<file path="config.mk">
export PLATFORM = sky130hd
export DESIGN_NAME = svc_uart_rx
export DESIGN_NICKNAME = d
export VERILOG_FILES = /design/src/rtl/svc_uart_pkg.sv /design/src/rtl/svc_sync2.sv /design/src/rtl/svc_uart_rx.sv
export SDC_FILE = /design/constraint.sdc
export NUM_CORES = 1
export LEC_CHECK = 0
export CELL_PAD_IN_SITES_DETAIL_PLACEMENT = 1
export CELL_PAD_IN_SITES_GLOBAL_PLACEMENT = 1
export CORE_MARGIN = 1
export CORE_UTILIZATION = 23
export CTS_BUF_LIST = sky130_fd_sc_hd__clkbuf_16
export CTS_CLUSTER_SIZE = 12
export DETAILED_ROUTE_END_ITERATION = 12
export HOLD_SLACK_MARGIN = 0.05
export MAX_ROUTING_LAYER = met4
export PLACE_DENSITY_LB_ADDON = 0.15
export SYNTH_ARGS = -nofsm -noshare
export SYNTH_HDL_FRONTEND = slang
export SYNTH_HIERARCHICAL = 1
export SYNTH_SLANG_ARGS = --single-unit
</file>
<file path="constraint.sdc">
create_clock -name clk -period 2 [get_ports clk]
set_input_delay 0.2 -clock clk [delete_from_list [all_inputs] [get_ports clk]]
set_output_delay 0.2 -clock clk [all_outputs]
set_load 0.05 [all_outputs]
</file>
<file path="src/rtl/svc_uart_pkg.sv">
// Shared UART definitions: line-decoder state encoding and baud helper,
// common to the receiver and the transmitter in the I/O register bank.
package svc_uart_pkg;

    typedef enum logic [2:0] {
        ST_WAIT_IDLE,
        ST_IDLE,
        ST_START,
        ST_DATA,
        ST_STOP
    } uart_state_e;

    // Whole clock cycles per bit period (rounded down).
    function automatic int unsigned clks_per_bit(input int unsigned freq,
                                                 input int unsigned baud);
        return freq / baud;
    endfunction

endpackage

</file>
<file path="src/rtl/svc_sync2.sv">
// Two-flop synchroniser for a single asynchronous level.
// The reset value lets an idle-high line look idle straight out of reset.
module svc_sync2 #(
    parameter logic RESET_VAL = 1'b1
) (
    input  logic clk,
    input  logic rst,
    input  logic d_i,
    output logic q_o
);

    logic meta_q;
    logic sync_q;

    // Shift the raw input through two flops to settle metastability.
    always_ff @(posedge clk) begin
        if (rst) begin
            meta_q <= RESET_VAL;
            sync_q <= RESET_VAL;
        end else begin
            meta_q <= d_i;
            sync_q <= meta_q;
        end
    end

    assign q_o = sync_q;

endmodule

</file>
<file path="src/rtl/svc_uart_rx.sv">
// 8N1 UART receiver: synchronises the rx pin, qualifies the start bit,
// samples each bit mid-period and hands bytes out on a valid/ready stream.
// Framing errors and dropped bytes are reported as one-cycle pulses.
module svc_uart_rx
    import svc_uart_pkg::*;
#(
    parameter int unsigned CLOCK_FREQ = 100_000_000,
    parameter int unsigned BAUD_RATE  = 115_200
) (
    input  logic       clk,
    input  logic       rst,
    input  logic       uart_rx,
    output logic       urx_valid,
    output logic [7:0] urx_data,
    input  logic       urx_ready,
    output logic       frame_err,
    output logic       overrun,
    output logic       busy
);

    localparam int unsigned CLKS_PER_BIT = clks_per_bit(CLOCK_FREQ, BAUD_RATE);
    localparam int unsigned HALF_BIT     = CLKS_PER_BIT / 2;
    localparam int          CNT_W        = $clog2(CLKS_PER_BIT + 1);

    localparam logic [CNT_W-1:0] CNT_FULL = CNT_W'(CLKS_PER_BIT);
    localparam logic [CNT_W-1:0] CNT_LAST = CNT_W'(CLKS_PER_BIT - 1);
    localparam logic [CNT_W-1:0] CNT_HALF = CNT_W'(HALF_BIT);
    localparam logic [CNT_W-1:0] CNT_ONE  = CNT_W'(1);

    // Below four clocks per bit there is no usable mid-bit sample point.
    if (CLKS_PER_BIT < 4) begin : g_baud_check
        $error("svc_uart_rx: CLOCK_FREQ/BAUD_RATE must be at least 4");
    end

    logic             rx_s;
    uart_state_e      state_q, state_d;
    logic [CNT_W-1:0] cnt_q, cnt_d;
    logic [2:0]       bit_q, bit_d;
    logic [7:0]       shift_q, shift_d;
    logic             valid_q, valid_d;
    logic [7:0]       data_q, data_d;
    logic             ferr_q, ferr_d;
    logic             ovr_q, ovr_d;
    logic             offer;
    logic             load;

    svc_sync2 #(.RESET_VAL(1'b1)) u_sync (
        .clk (clk),
        .rst (rst),
        .d_i (uart_rx),
        .q_o (rx_s)
    );

    // Register the decoder state, bit timing and holding register.
    always_ff @(posedge clk) begin
        if (rst) begin
            state_q <= ST_WAIT_IDLE;
            cnt_q   <= '0;
            bit_q   <= '0;
            shift_q <= '0;
            valid_q <= 1'b0;
            data_q  <= '0;
            ferr_q  <= 1'b0;
            ovr_q   <= 1'b0;
        end else begin
            state_q <= state_d;
            cnt_q   <= cnt_d;
            bit_q   <= bit_d;
            shift_q <= shift_d;
            valid_q <= valid_d;
            data_q  <= data_d;
            ferr_q  <= ferr_d;
            ovr_q   <= ovr_d;
        end
    end

    // Decode the line: cnt_q counts cycles since the last sample point
    // (or consecutive idle-high cycles while waiting for a quiet line).
    always_comb begin
        state_d = state_q;
        cnt_d   = cnt_q;
        bit_d   = bit_q;
        shift_d = shift_q;
        offer   = 1'b0;
        ferr_d  = 1'b0;
        case (state_q)
            ST_WAIT_IDLE: begin
                if (!rx_s) begin
                    cnt_d = '0;
                end else if (cnt_q == CNT_LAST) begin
                    cnt_d   = '0;
                    state_d = ST_IDLE;
                end else begin
                    cnt_d = cnt_q + CNT_ONE;
                end
            end
            ST_IDLE: begin
                if (!rx_s) begin
                    cnt_d   = CNT_ONE;
                    bit_d   = '0;
                    state_d = ST_START;
                end
            end
            ST_START: begin
                if (cnt_q == CNT_HALF) begin
                    cnt_d   = CNT_ONE;
                    state_d = rx_s ? ST_IDLE : ST_DATA;
                end else begin
                    cnt_d = cnt_q + CNT_ONE;
                end
            end
            ST_DATA: begin
                if (cnt_q == CNT_FULL) begin
                    cnt_d   = CNT_ONE;
                    shift_d = {rx_s, shift_q[7:1]};
                    bit_d   = bit_q + 3'd1;
                    if (bit_q == 3'd7) begin
                        state_d = ST_STOP;
                    end
                end else begin
                    cnt_d = cnt_q + CNT_ONE;
                end
            end
            ST_STOP: begin
                if (cnt_q == CNT_FULL) begin
                    cnt_d = '0;
                    if (rx_s) begin
                        offer   = 1'b1;
                        state_d = ST_IDLE;
                    end else begin
                        ferr_d  = 1'b1;
                        state_d = ST_WAIT_IDLE;
                    end
                end else begin
                    cnt_d = cnt_q + CNT_ONE;
                end
            end
            default: begin
                cnt_d   = '0;
                state_d = ST_WAIT_IDLE;
            end
        endcase
    end

    // Holding register: a finished byte loads if the slot is empty or is
    // being drained in the same cycle; otherwise it is dropped.
    always_comb begin
        load    = offer && (!valid_q || urx_ready);
        ovr_d   = offer && !load;
        valid_d = valid_q;
        data_d  = data_q;
        if (load) begin
            valid_d = 1'b1;
            data_d  = shift_q;
        end else if (valid_q && urx_ready) begin
            valid_d = 1'b0;
        end
    end

    assign urx_valid = valid_q;
    assign urx_data  = data_q;
    assign frame_err = ferr_q;
    assign overrun   = ovr_q;
    assign busy      = (state_q != ST_IDLE) && (state_q != ST_WAIT_IDLE);

endmodule

</file>
==> out/qor.txt <==
status: finished, final reports clean
Critical Path RT: 2200 ps
Max Clk Rate: 527.7 MHz
dominant synthesized flop cell: dfxtp_1
Arrival @ worst endpoint: 2100 ps
clock insertion delay at the later pin of the skew report: 280 ps
die footprint: 8236 um2
RSZ-0062 raised after global routing: false
Syn Inst Count: 199
initial core utilization: 24.33%
number of max-cap violations: 0
CP startpoint: cnt_q[0]
CTS tree: yes
initial antenna violation count: 0
share of the yosys chip area belonging to registers: 40.88%
crit path max fanout: 7
CTS Hold Bufs: 0
Rel. slew slack: 66.08%
drt drc: 0
crit end category: flop
DRT antenna net count: 0
met3 usage: 1.852%
met2 Track Usage GR: 19.76%
Nets: 242
crit path kind: flop to flop
Vias/cell: 4.754
vias in the first global route: 1618
syn_area_per_cell: 9.104 um2
#FFs+latches synth: 37
sw frac: 22.81%
cell area after synthesis: 1812 um2
gpl congestion: 0.7517
Syn-to-layout area delta: 32.32%
post-place instance area: 2182 um2
CTS clock-pin slew for the worst setup and hold paths: 60 ps
type of the tightest min-delay check: flop to flop
Die Span X: 90.76 um
fin. max-slew vios: 0
count of standard-cell rows: 31
min-delay src: u_sync/meta_q
Least-Margin Pin Slew: 507.3 ps
largest cells by area after synthesis: dfxtp_1 41%, a21oi_1 4.4%, mux2i_1 4.4%
Port Buffer Count: 15
chip height: 90.76 um
CTS buffer count: 5
DRT iter0 DRCs: 45
Non-Filler Instances: 333
combinational share of power: 6.4%
fraction of registers with async set/reset: 0%
gr ovfl total: 0
clock sinks: 37
clock network power share: 47.0%
placed cells: 322
Core Box Area: 7447 um2
antenna cells: 0
NetSw: 371.3 uW
area leader, netlist: dfxtp_1
reg-to-reg startpoint: cnt_q[0]
met1 global-route usage: 16.21%
DRT Pass-1 Iters: 3
total power: 1.628 mW
design area: 2397 um2
gr busiest metal: met2
Post-Syn Nets: 208
Clock Tree Root: clkbuf_16
first-pass GRT wire length: 8073 um
largest net degree at the start of global routing: 26
Global Route Usage Sum: 12.60%
Total Wirelength: 4722 um
internal cell power: 1.256 mW
cell leakage power: 0.8972 nW
Final min period: 1895 ps
synth unique cells: 50
WL per Instance: 14.18 um
DR vias: 1583
Reg power frac: 46.7%
Final setup viols: 0
H-tree levels: 2
clk buf depth: 2
number of top-level pins: 16
Final Hold Viols: 0
clk_skew: 4.026 ps
startpoint types: flop
post-DP HPWL: 3414 um
setup TNS: 0 ps
number of flops mapped to enable cells by yosys: 0
Syn. warnings: 6
peak supply drop: 0.0002983 V
Tcrit/Tclk final: 94.75%
layout cells sized above 1: 20.94%
Yosys top cell area share: 40.88%
P per Cell Area: 678.9 nW/um2
==> state kept, by name (all words and copies together), names as in the netlist <==
name / count
frame_err: 1
u_sync/q_o: 1
bit_q: 3
u_sync/meta_q: 1
shift_q: 8
urx_data: 8
overrun: 1
cnt_q: 10
state_q: 3
urx_valid: 1
==> cell type report <==
class / count / area (um2)
clock inverter: 3 / 17.52
fill: 890 / 5050
sequential: 37 / 743.2
inverter: 4 / 15.01
timing repair buffer: 39 / 335.3
clock buffer: 5 / 125.1
tap: 99 / 123.9
multi-input combinational: 146 / 1037
==> stage by stage <==
| step | hold slack [ps] | utilization (%) | setup slack [ps] |
|---|---|---|---|
| 5_1_grt | 426.7 | 32.19 | 2.843 |
| 3_3_place_gp | 391.4 | 29.30 | -30.46 |
| 2_1_floorplan | 297.1 | - | 129.3 |
| 6_report | 406.8 | 32.19 | 105.1 |
| 4_1_cts | 415.9 | 31.32 | 7.085 |
| 3_5_place_dp | 400.7 | 29.30 | 5.637 |
==> power by group through the flow <==
| stage | registers [mW] | logic (mW) | clock network [mW] |
|---|---|---|---|
| after floorplan | 0.771 | 0.0581 | 0 |
| after global placement | 0.774 | 0.0993 | 0 |
| after detailed placement | 0.773 | 0.0984 | 0 |
| after CTS | 0.757 | 0.100 | 0.806 |
| after global routing | 0.761 | 0.118 | 0.833 |
| final | 0.760 | 0.104 | 0.764 |
==> cell families after synthesis <==
family / synth area share, %
flops: 40.88
simple gates: 24.79
fa+ha+maj: 3.453
xor+xnor: 3.868
mux: 5.042
buf+inv: 4.074
compound gates: 17.89
==> critical path, stage by stage, from the launching register on <==
cell	delay [ps]
dfxtp_2	340
ha_2	200
and4bb_2	260
a311oi_4	280
a211oi_4	70
buf_4	180
or3b_1	340
a31oi_1	150
==> routing by layer <==
layer / vias up / share of wire (%) / wire (um)
met5: - / 0 / 0
met1: 770 / 51 / 2386
li1: 791 / - / -
met4: 0 / 1.6 / 76
met2: 16 / 46 / 2181
met3: 6 / 1.6 / 77
==> synth_stat cells (2+ instances only) <==
| cell | n |
|---|---|
| clkbuf_1 | 6 |
| or3b_1 | 3 |
| a211oi_1 | 6 |
| mux2i_1 | 8 |
| a22o_1 | 2 |
| dfxtp_1 | 37 |
| xor2_1 | 5 |
| o21ai_0 | 6 |
| a31oi_1 | 4 |
| nand4b_1 | 2 |
| ha_1 | 5 |
| inv_1 | 4 |
| or2_1 | 2 |
| a21o_1 | 2 |
| nand4_1 | 2 |
| nor2_1 | 16 |
| or2_2 | 2 |
| xnor2_1 | 3 |
| nand2_1 | 16 |
| nand3_1 | 11 |
| nor4bb_1 | 3 |
| o21bai_1 | 2 |
| buf_2 | 4 |
| nand2b_1 | 4 |
| a21oi_1 | 16 |
| nor3_1 | 4 |
==> cells in the final DEF, fill, tap and decap left out, drive strengths merged, types with 4 or more instances in the layout <==
cell | synthesis | routed
a211oi | 7 | 7
a21oi | 16 | 16
a31oi | 4 | 4
buf | 5 | 25
clkbuf | 7 | 5
clkdlybuf4s50 | 0 | 14
dfxtp | 37 | 37
ha | 5 | 5
inv | 4 | 4
mux2i | 8 | 8
nand2 | 16 | 16
nand2b | 4 | 4
nand3 | 12 | 12
nor2 | 16 | 16
nor3 | 4 | 4
o21ai | 6 | 6
or2 | 4 | 4
xor2 | 5 | 5
==> worst paths after layout <==
check                             endpoint  slack, ps  depth (start not counted)
worst min register to register  u_sync/q_o        410                          1
worst max-delay path              cnt_q[2]        110                          7
worst min-delay path            u_sync/q_o        410                          1
worst max register to register    cnt_q[2]        110                          7
==> what timing repair did <==
item	CTS	global route
setup buffers	0	3
endpoints found under the setup margin	3	13
endpoints found under the hold margin	0	0
resized for setup	1	11
pin swaps	0	3
Note: power is estimated with default switching activity, not from simulation.
